`src/rtl/wb_arbiter.sv`:
```
// Writeback arbiter: round-robin merge of ALU and multiplier results into an
// in-order pending-write queue that drains one write per cycle into the
// register file, with two forwarding lookup ports over the pending entries.
module wb_arbiter #(
    parameter int DEPTH = 4,
    parameter int AW    = 5,
    parameter int DW    = 32
) (
    input  logic                       clk,
    input  logic                       resetn,
    input  logic                       alu_valid,
    output logic                       alu_ready,
    input  logic [AW-1:0]              alu_waddr,
    input  logic [DW-1:0]              alu_wdata,
    input  logic                       mul_valid,
    output logic                       mul_ready,
    input  logic [AW-1:0]              mul_waddr,
    input  logic [DW-1:0]              mul_wdata,
    input  logic                       wb_stall,
    output logic                       rf_wen,
    output logic [AW-1:0]              rf_waddr,
    output logic [DW-1:0]              rf_wdata,
    input  logic [AW-1:0]              fwd_raddr1,
    output logic                       fwd_hit1,
    output logic [DW-1:0]              fwd_data1,
    input  logic [AW-1:0]              fwd_raddr2,
    output logic                       fwd_hit2,
    output logic [DW-1:0]              fwd_data2,
    output logic [$clog2(DEPTH):0]     pend_cnt
);

    localparam int PW = $clog2(DEPTH);
    localparam int CW = PW + 1;

    typedef enum logic {SRC_ALU = 1'b0, SRC_MUL = 1'b1} src_e;

    src_e             last_grant;
    logic [PW-1:0]    head;
    logic [PW-1:0]    tail;
    logic [CW-1:0]    cnt;
    logic [AW-1:0]    addr_mem [DEPTH];
    logic [DW-1:0]    data_mem [DEPTH];

    logic             full;
    logic             push;
    logic             pop;
    logic [AW-1:0]    in_waddr;
    logic [DW-1:0]    in_wdata;
    logic [PW-1:0]    idx;

    assign full     = (cnt == CW'(DEPTH));
    assign pend_cnt = cnt;

    // Round-robin grant: a lone valid source wins, a tie goes to the source
    // that did not win last. Nothing is accepted while full, even if the head
    // pops on the same edge.
    always_comb begin
        alu_ready = 1'b0;
        mul_ready = 1'b0;
        if (resetn && !full) begin
            if (alu_valid && mul_valid) begin
                if (last_grant == SRC_MUL) alu_ready = 1'b1;
                else                       mul_ready = 1'b1;
            end else begin
                alu_ready = alu_valid;
                mul_ready = mul_valid;
            end
        end
        in_waddr = alu_ready ? alu_waddr : mul_waddr;
        in_wdata = alu_ready ? alu_wdata : mul_wdata;
        // Writes to r0 are consumed but never occupy a queue slot.
        push     = (alu_ready || mul_ready) && (in_waddr != '0);
    end

    // Drain: the head entry is presented every cycle and pops when written.
    always_comb begin
        rf_wen   = (cnt != '0) && !wb_stall && resetn;
        rf_waddr = addr_mem[head];
        rf_wdata = data_mem[head];
        pop      = rf_wen;
    end

    // Control state: pointers, occupancy and round-robin history.
    always_ff @(posedge clk) begin
        if (!resetn) begin
            head       <= '0;
            tail       <= '0;
            cnt        <= '0;
            last_grant <= SRC_MUL;
        end else begin
            if (push) tail <= tail + 1'b1;
            if (pop)  head <= head + 1'b1;
            case ({push, pop})
                2'b10:   cnt <= cnt + 1'b1;
                2'b01:   cnt <= cnt - 1'b1;
                default: cnt <= cnt;
            endcase
            if (alu_ready)      last_grant <= SRC_ALU;
            else if (mul_ready) last_grant <= SRC_MUL;
        end
    end

    // Queue storage: written at the tail on an accepted non-r0 result.
    always_ff @(posedge clk) begin
        if (push) begin
            addr_mem[tail] <= in_waddr;
            data_mem[tail] <= in_wdata;
        end
    end

    // Forwarding: scan pending entries oldest to newest so the newest match
    // wins. Only registered queue contents are visible.
    always_comb begin
        fwd_hit1  = 1'b0;
        fwd_data1 = '0;
        fwd_hit2  = 1'b0;
        fwd_data2 = '0;
        idx       = head;
        for (int i = 0; i < DEPTH; i++) begin
            idx = head + PW'(i);
            if (resetn && (CW'(i) < cnt)) begin
                if (fwd_raddr1 != '0 && addr_mem[idx] == fwd_raddr1) begin
                    fwd_hit1  = 1'b1;
                    fwd_data1 = data_mem[idx];
                end
                if (fwd_raddr2 != '0 && addr_mem[idx] == fwd_raddr2) begin
                    fwd_hit2  = 1'b1;
                    fwd_data2 = data_mem[idx];
                end
            end
        end
    end

endmodule

```
`config.mk`:
```
export PLATFORM = sky130hd
export DESIGN_NAME = wb_arbiter
export DESIGN_NICKNAME = d
export VERILOG_FILES = /design/src/rtl/wb_arbiter.sv
export SDC_FILE = /design/constraint.sdc
export NUM_CORES = 1
export LEC_CHECK = 0
export BUFFER_PORTS_ARGS = -buffer_cell sky130_fd_sc_hd__buf_2
export CELL_PAD_IN_SITES_DETAIL_PLACEMENT = 1
export CELL_PAD_IN_SITES_GLOBAL_PLACEMENT = 1
export CORE_AREA = 2 2 158 160
export CTS_CLUSTER_DIAMETER = 30
export DETAILED_ROUTE_END_ITERATION = 8
export DIE_AREA = 0 0 160 162
export PLACE_DENSITY = 0.9
export SLEW_MARGIN = 30
export SYNTH_ARGS = -nofsm -noshare
export SYNTH_HDL_FRONTEND = slang
export SYNTH_SLANG_ARGS = --single-unit
```
`constraint.sdc`:
```
create_clock -name clk -period 8.4 [get_ports clk]
set_clock_uncertainty 0.05 [all_clocks]
set_input_delay 0.84 -clock clk [delete_from_list [all_inputs] [get_ports clk]]
set_output_delay 0.84 -clock clk [all_outputs]
set_load 0.02 [all_outputs]
```
==> results of run 1 <==
## state kept, by name, indices dropped and copies added (netlist names), named ones only
name,count
data_mem,128
addr_mem,20
pend_cnt,3
head,2
tail,2
last_grant,1
## routing by layer
metal	share of wire [%]	global-route usage, %	routed length, microns	up-vias
met2	51	51.9	19400	498
met1	39	37.6	14800	4939
met5	0	0	0	-
met3	6.8	5.23	2620	106
met4	3.8	14.5	1460	0
li1	-	-	-	4139
## critical path, cell delays in order, from the launching register on
cell	delay (ns)
dfxtp_4	0.86
clkinv_1	0.86
mux2_2	0.57
xor2_1	0.18
nand4_1	0.14
or4_2	0.89
buf_4	0.38
o22ai_1	0.36
buf_2	0.23
## layout make-up
cell class | instances | area share, %
inverters | 14 | 0.383
multi-input cells | 730 | 50.4
repair buffers | 210 | 8.08
clock inverters | 13 | 1.00
flip-flops and latches | 158 | 34.0
well taps | 324 | 2.96
clock buffers | 19 | 3.16
## layout by cell type (no fill, tap or decap), types with 6 or more instances in the layout
| master | instances |
|---|---|
| mux2_2 | 9 |
| mux2i_1 | 49 |
| dfxtp_1 | 6 |
| nand2_1 | 169 |
| nand4_1 | 9 |
| edfxtp_1 | 148 |
| xor2_1 | 14 |
| a221oi_2 | 30 |
| nor2b_1 | 33 |
| a31oi_1 | 32 |
| buf_4 | 11 |
| o21ai_0 | 31 |
| mux4_2 | 124 |
| clkbuf_16 | 17 |
| ha_1 | 9 |
| xnor2_1 | 30 |
| nor2_1 | 72 |
| and3_1 | 32 |
| o31ai_2 | 30 |
| buf_2 | 197 |
| inv_1 | 12 |
## worst paths after layout
check,startpoint,endpoint,slack [ns],cells past startpoint
setup / recovery,head[1],fwd_data1[31],2.52,8
hold / removal,pend_cnt[2],pend_cnt[2],0.55,2
setup reg to reg,pend_cnt[0],data_mem[0][14],4.57,10
hold reg to reg,pend_cnt[2],pend_cnt[2],0.55,2
## through the flow
step | hold slack, ns | utilization [%] | worst slack [ns] | cell area [sq um] | power, mW
6_report | 0.553 | 56.9 | 2.52 | 13700 | 2.49
5_1_grt | 0.601 | 56.9 | 2.29 | 13700 | 2.58
4_1_cts | 0.553 | 56.7 | 2.58 | 13700 | 2.49
3_5_place_dp | 0.545 | 54.3 | 3.06 | 13100 | 1.74
3_3_place_gp | 0.508 | 54.3 | 2.96 | 13100 | 1.70
2_1_floorplan | 0.465 | - | 4.51 | 12000 | 1.54
## power breakdown
part | internal [mW] | switching [mW] | total [mW]
Clock | 0.438 | 0.322 | 0.760
Sequential | 0.919 | 0.0768 | 0.996
Combinational | 0.333 | 0.404 | 0.737
Total | 1.69 | 0.803 | 2.49
## cells by family (layout without fill, tap and decap cells)
kind of cell / Yosys count / in the layout / synth area share (%)
adder cells (fa/ha/maj): 9 / 9 / 0.940
AND/OR/NAND/NOR: 346 / 346 / 13.2
flip-flops: 158 / 158 / 38.8
AO/OA/AOI/OAI: 148 / 148 / 11.4
buffers and inverters: 109 / 256 / 4.13
multiplexers: 183 / 183 / 28.4
XOR/XNOR: 44 / 44 / 3.22
==> metrics, run 1 <==
first-pass GRT wire length 60000 microns; post-route ant nets 0; Max Cap Violations 0; WL per Instance 26.1 microns; initial antenna violation count 0; Hold Path Class register to register; core area between 20000 and 25000 sq um; area grow syn2layout 14.5%; total CTS buffers 17; Final Max Slew Viols 0; Startpoint Class register; Die Ht around 160 microns; Worst setup EP type primary output; Synth Register Bits 158; P per Cell Area 182 nW/um^2; Post-CTS Setup Repair Bufs 0; largest area contributor in the synthesized netlist edfxtp_1; critical path fanouts, max 51; RSZ-0062 raised after global routing false; Top FF cell, synth edfxtp_1; Ant. Diodes 0; fin crit period 5.88 ns; Arr. time, crit path 4.99 ns; largest net degree at the start of global routing between 60 and 70; first-pass iteration count of the detailed router 5; Post-Syn Instances around 1000; # placed instances between 1000 and 1500; VDD IR max 0.154 mV; # setup viols final 0; Synth top area share 37.1%; f_max ~0.17 GHz; sequential share of the synthesized area 38.8%; setup_tns 0 ns; Post-synth EDFFs 148; non-filler instance count after layout 1468; H-Tree Level Count 4; Port-buffer cells approximately 200; Congestion Overflow GR 0; largest cells by area after synthesis edfxtp_1, mux4_2, nand2_1, mux2i_1, a221oi_2; TritonCTS clock tree built; DP Wirelength 25700 microns; fillcell total 2549; Reg area 4660 sq um; Worst-path clk slew 0.07 ns; most numerous cell in the Yosys netlist nand2_1; die footprint 25900 sq um; Clock Tree Buf Depth 2; Post-CTS Hold Fix Bufs 0; multi-input logic area 6910 sq um; vias per std cell 6.60; Syn. warnings 0; GP Congestion 0.932; Unique masters post-synth 49; vias in the first global route 10300; All-Layer GR Usage 30.3%; Critical Path RT 7.51 ns; Starting Density 49.7%; outcome finished, final reports clean; die width 160 microns; # DRC 0; Post-Syn Area between 10000 and 15000 sq um; LEAKAGE 4.99 nW; Nets 1229; most frequent cells after synthesis nand2_1, edfxtp_1, mux4_2; DRT iter0 DRCs 929; Async SR Flop Fraction 0%; Gates resized, CTS repair 0; CTS root buf clkbuf_16; vias after detailed routing between 9000 and 10000; IO Count 198; syn nets roughly 1100; Final period util 70.0%; Worst-Margin Slew 0.905 ns; Hold Violations, Final 0; Row Count 57; total clock sinks 158; ratio of cells with drive above 1 in the final layout 39.8%; Skew-Pair Late Insertion Delay 0.43 ns; DRT Wirelength 38300 microns; Slew headroom between 30 and 40%; Synth Area per Inst about 12 sq um; kind of critical path register to primary output
No activity file was read; power rests on OpenSTA's default activity.
==> run 2, diff against run 1 <==
CORE_AREA = 2 2 172 174   (was 2 2 158 160)
DIE_AREA = 0 0 174 176   (was 0 0 160 162)
PLACE_DENSITY = 0.82   (was 0.9)
clock period = 5.2 ns   (was 8.4 ns; I/O delays follow)
==> metrics, run 2 (synthesized netlist as in run 1, its figures left out) <==
outcome finished, final reports clean; initial antenna violation count 0; setup_tns 0 ns; most frequent cells in the layout buf_2, nand2_1, edfxtp_1, mux4_2, nor2_1; CP max-delay cell or4_2; # DRC 0; Worst setup EP type primary output; CP Cell Sequence clkinv_1 > mux2_2 > xor2_1 > nand4_1 > or4_2 > buf_4 > a31oi_1 > buf_2; Sw Share 32.8%; Critical Path RT ~4.6 ns; CP Launch Point head[1]; Critical Path Max Stage Delay roughly 1.1 ns; Hold Path Class primary input to register; fin crit period 4.90 ns; non-filler instance count after layout about 1500; largest net degree at the start of global routing 78; GP Congestion between 0.8 and 0.9; vias in the first global route 10100; Top reg by flops data_mem; smallest hold slack 0.357 ns; All-Layer GR Usage between 20 and 30%; P per Cell Area 296 nW/um^2; combinational power share 29.0%; Die Ht about 180 microns; Congestion Overflow GR 0; TritonCTS clock tree built; worst hold endpoint data_mem[1][27]; Post-CTS Setup Repair Bufs 0; Row Count 62; Worst Slack Setup Final 0.300 ns; total CTS buffers 17; Reg power frac roughly 39%; IO Count 198; min-delay src alu_wdata[27]; Final period util 94.2%; Clock Tree Buf Depth 2; multi-input logic area 6900 sq um; total clock sinks roughly 160; worst r2r src pend_cnt[0]; DRT iter0 DRCs 1013; VDD IR max roughly 0.23 mV; commonest non-fill, non-tap cell in the layout buf_2; CTS root buf clkbuf_16; Arr. time, crit path 4.33 ns; post-route ant nets 0; H-Tree Level Count 4; Ant. Diodes 0; # setup viols final 0; DP Wirelength between 20000 and 30000 microns; die width 174 microns; Max Cap Violations 0; ratio of cells with drive above 1 in the final layout around 41%; RSZ-0062 raised after global routing false; clock power share 32.0%; Skew-Pair Late Insertion Delay ~0.44 ns; cell-internal power 2.76 mW; setup slack, reg-to-reg between 1 and 1.5 ns; FF-to-FF path depth 10; area grow syn2layout 16.2%; Starting Density 41.9%; Psw 1.35 mW; first-pass iteration count of the detailed router 5; Final Max Slew Viols 0; Port-buffer cells 197; Nets 1240; Worst path top cell family by delay simple AND/OR/NAND/NOR gates; core area 28500 sq um; Startpoint Class register; DRT Wirelength 38600 microns; WL per Instance 25.1 microns; die footprint 30600 sq um; CP bufs+invs 3; fillcell total 3093; first-pass GRT wire length approximately 59000 microns; vias per std cell 6.27; max reg flops 128; RR Endpoint data_mem[2][0]; Hold Path Cell Cnt 3; Worst-path clk slew 0.08 ns; critical path fanouts, max 34; pre-CTS WS 0.642 ns; Reg area 4660 sq um; LEAKAGE 5.06 nW; kind of critical path register to primary output; Slew headroom 39.1%; Worst-Margin Slew a little over 0.9 ns; f_max 0.204 GHz; Hold Violations, Final 0; vias after detailed routing 9652; # placed instances 1507
run 2: changes by cell type in the layout (fill, tap and decap cells not counted), sizes merged:
cell,delta
buf,+11
clkinvlp,-1
clkinv,-5
inv,+8
clkbuf,-2
run 2: worst max path at each step:
stage,end,slack (ns),cells past startpoint
floorplan,addr_mem[0][0],1.72,9
CTS,fwd_data1[17],0.08,10
global placement,fwd_data1[10],0.85,10
global route,fwd_data1[11],0.16,9
detailed placement,fwd_data1[11],0.64,10
finish,fwd_data1[11],0.30,8
run 2: per-layer routing:
layer | part of all wire, % | GRT usage (%)
met1 | 40 | 31.8
met2 | 50 | 44.0
met3 | 7.1 | 4.35
met4 | 3.1 | 9.73
met5 | 0 | 0
run 2: through the flow:
stage | cell area (sq um) | total power, mW | util (%)
5_1_grt | 13900 | 4.27 | 48.7
3_5_place_dp | 13300 | 2.82 | 46.5
4_1_cts | 13900 | 4.14 | 48.7
2_1_floorplan | 12000 | 2.48 | -
6_report | 13900 | 4.11 | 48.7
3_3_place_gp | 13300 | 2.77 | 46.5
run 2: tightest hold or removal path, cell delays in order:
cell,delay (ns)
buf_2,0.07
nand2_1,0.04
nand2_1,0.10
run 2: repair_timing:
item                                    in CTS  in global routing
hold buffers                                 0                  0
endpoints found under the setup margin       0                  2
resized for setup                            0                  1
run 2: area by class of cell:
class / count / share of cell area [%]
inverters: 14 / 0.378
flip-flops and latches: 158 / 33.5
multi-input cells: 730 / 49.6
repair buffers: 221 / 8.65
clock buffers: 17 / 3.06
well taps: 384 / 3.45
clock inverters: 15 / 1.39
run 2: power by group through the flow:
stage                     registers, mW  logic (mW)  clock network, mW
after floorplan                    1.55       0.932                  0
after global placement             1.62        1.15                  0
after detailed placement           1.63        1.19                  0
after CTS                          1.60        1.20               1.33
after global routing               1.62        1.28               1.37
final                              1.60        1.19               1.32
==> run 3, diff against run 2 <==
CORE_AREA = 2 2 188 190   (was 2 2 172 174)
DIE_AREA = 0 0 190 192   (was 0 0 174 176)
PLACE_DENSITY = 0.71   (was 0.82)
==> metrics, run 3 (synthesized netlist as in run 1, its figures left out) <==
worst setup path endpoint fwd_data1[31]; met3 GRT Util 3.73%; ratio of cells with drive above 1 in the final layout 40.8%; fillcell total 3683; Worst-Margin Slew 1.01 ns; global routing's busiest layer met2; LEAKAGE 5.07 nW; setup_tns 0 ns; Row Count 68; Top reg by flops data_mem; initial antenna violation count 0; Slew headroom between 30% and 40%; Port-buffer cells 197; Gates resized, CTS repair 0; worst r2r src pend_cnt[0]; first-pass GRT wire length 59800 microns; Starting Density about a third; # DRC 0; Startpoint Class register; VDD IR max 0.182 mV; GP Congestion 0.908; die width around 190 microns; TritonCTS clock tree built; Final period util 92.0%; core area 34300 sq um; Skew-Pair Late Insertion Delay 0.44 ns; setup slack, reg-to-reg 1.44 ns; vias per std cell 5.86; Arr. time, crit path 4.22 ns; f_max 0.209 GHz; H-Tree Level Count 4; Clock Tree Buf Depth 2; first-pass iteration count of the detailed router 5; fin crit period 4.79 ns; Critical Path RT 4.63 ns; # setup viols final 0; RSZ-0062 raised after global routing false; WL per Instance 24.2 microns; FF-to-FF path depth 10; grt met2 use 37.8%; area grow syn2layout 16.7%; Post-CTS Setup Repair Bufs 0; Worst setup EP type primary output; Post-CTS Hold Fix Bufs 0; total clock sinks 158; vias after detailed routing 9458; die footprint between 30000 and 40000 sq um; RR Endpoint data_mem[1][16]; commonest non-fill, non-tap cell in the layout buf_2; vias in the first global route a little under 10000; Nets between 1000 and 1500; kind of critical path register to primary output; critical path fanouts, max 36; Max Cap Violations 0; CTS root buf clkbuf_16; post-route ant nets 0; DRT Wirelength 39000 microns; Final Max Slew Viols 0; All-Layer GR Usage a little over a fifth; DP Wirelength ~28000 microns; Worst-path clk slew 0.07 ns; IO Count between 150 and 200; Final Core Density 40.8%; max reg flops 128; largest net degree at the start of global routing between 60 and 70; DRT iter0 DRCs 602; Die Ht 192 microns; Ant. Diodes 0; total CTS buffers 17; outcome finished, final reports clean; Hold Path Class primary input to register; Hold Violations, Final 0; P per Cell Area 292 nW/um^2; GR met1 Demand/Resource between 20 and 30%; CP Launch Point head[1]; Congestion Overflow GR 0; most frequent cells in the layout buf_2, nand2_1, edfxtp_1, mux4_2, nor2_1
==> run 3: cell count changes in the layout (fill, tap and decap cells not counted) <==
cell,delta
clkinv_4,+1
buf_12,-3
clkinv_1,+1
clkinv_8,-1
or2_2,+1
and2_2,+1
clkinvlp_4,+1
or2_4,-1
and2_4,-1
buf_4,+8
inv_8,-2
==> run 3: how the worst min path moves through the flow <==
stage                       start              end  slack (ns)  cells past startpoint
floorplan              last_grant       last_grant        0.46                      2
global placement          tail[1]          tail[1]        0.50                      2
detailed placement        tail[1]          tail[1]        0.53                      2
finish                  mul_valid       last_grant        0.37                      3
CTS                 alu_wdata[22]  data_mem[2][22]        0.36                      3
global route        alu_wdata[22]  data_mem[2][22]        0.39                      3
==> run 3: area by class of cell <==
cell class                      instances  area (sq um)  area share, %
Sequential cell                       158          4660           33.3
Inverter                               14          52.6          0.376
Clock inverter                         15           174           1.24
Timing Repair Buffer                  226          1200           8.61
Clock buffer                           17           425           3.04
Tap cell                              455           569           4.07
Multi-Input combinational cell        730          6900           49.3
==> run 3: stage by stage <==
step                hold WS, ns  power, mW  cell area [sq um]  worst slack [ns]  std cells
global route              0.386       4.26              14000             0.230       1615
detailed placement        0.529       2.83              13400             0.894       1583
finish                    0.373       4.08              14000             0.414       1615
floorplan                 0.465       2.48              12000              1.72        997
global placement          0.503       2.79              13400             0.748       1583
CTS                       0.365       4.12              14000             0.425       1615
==> run 3: worst max-delay path, stage by stage, from the launching register on <==
cell      delay, ns
dfxtp_4        0.68
clkinv_1       0.45
mux2_2         0.43
xor2_1         0.18
nand4_1        0.12
or4_2          1.04
buf_4          0.41
o21ai_0        0.12
o22ai_1        0.10
buf_2          0.20
==> run 3: routing by layer <==
layer / vias to the layer above / part of all wire (%)
met5: - / 0
met4: 0 / 2.4
met3: 45 / 5.6
met2: 319 / 50
met1: 4928 / 42
li1: 4166 / -
==> run 3: report_power, final <==
group,total [mW],internal [mW],switching (mW),leakage (nW)
Sequential,1.58,1.48,0.101,1.44
Combinational,1.20,0.543,0.659,3.34
Clock,1.29,0.724,0.566,0.289
Total,4.08,2.75,1.33,5.07
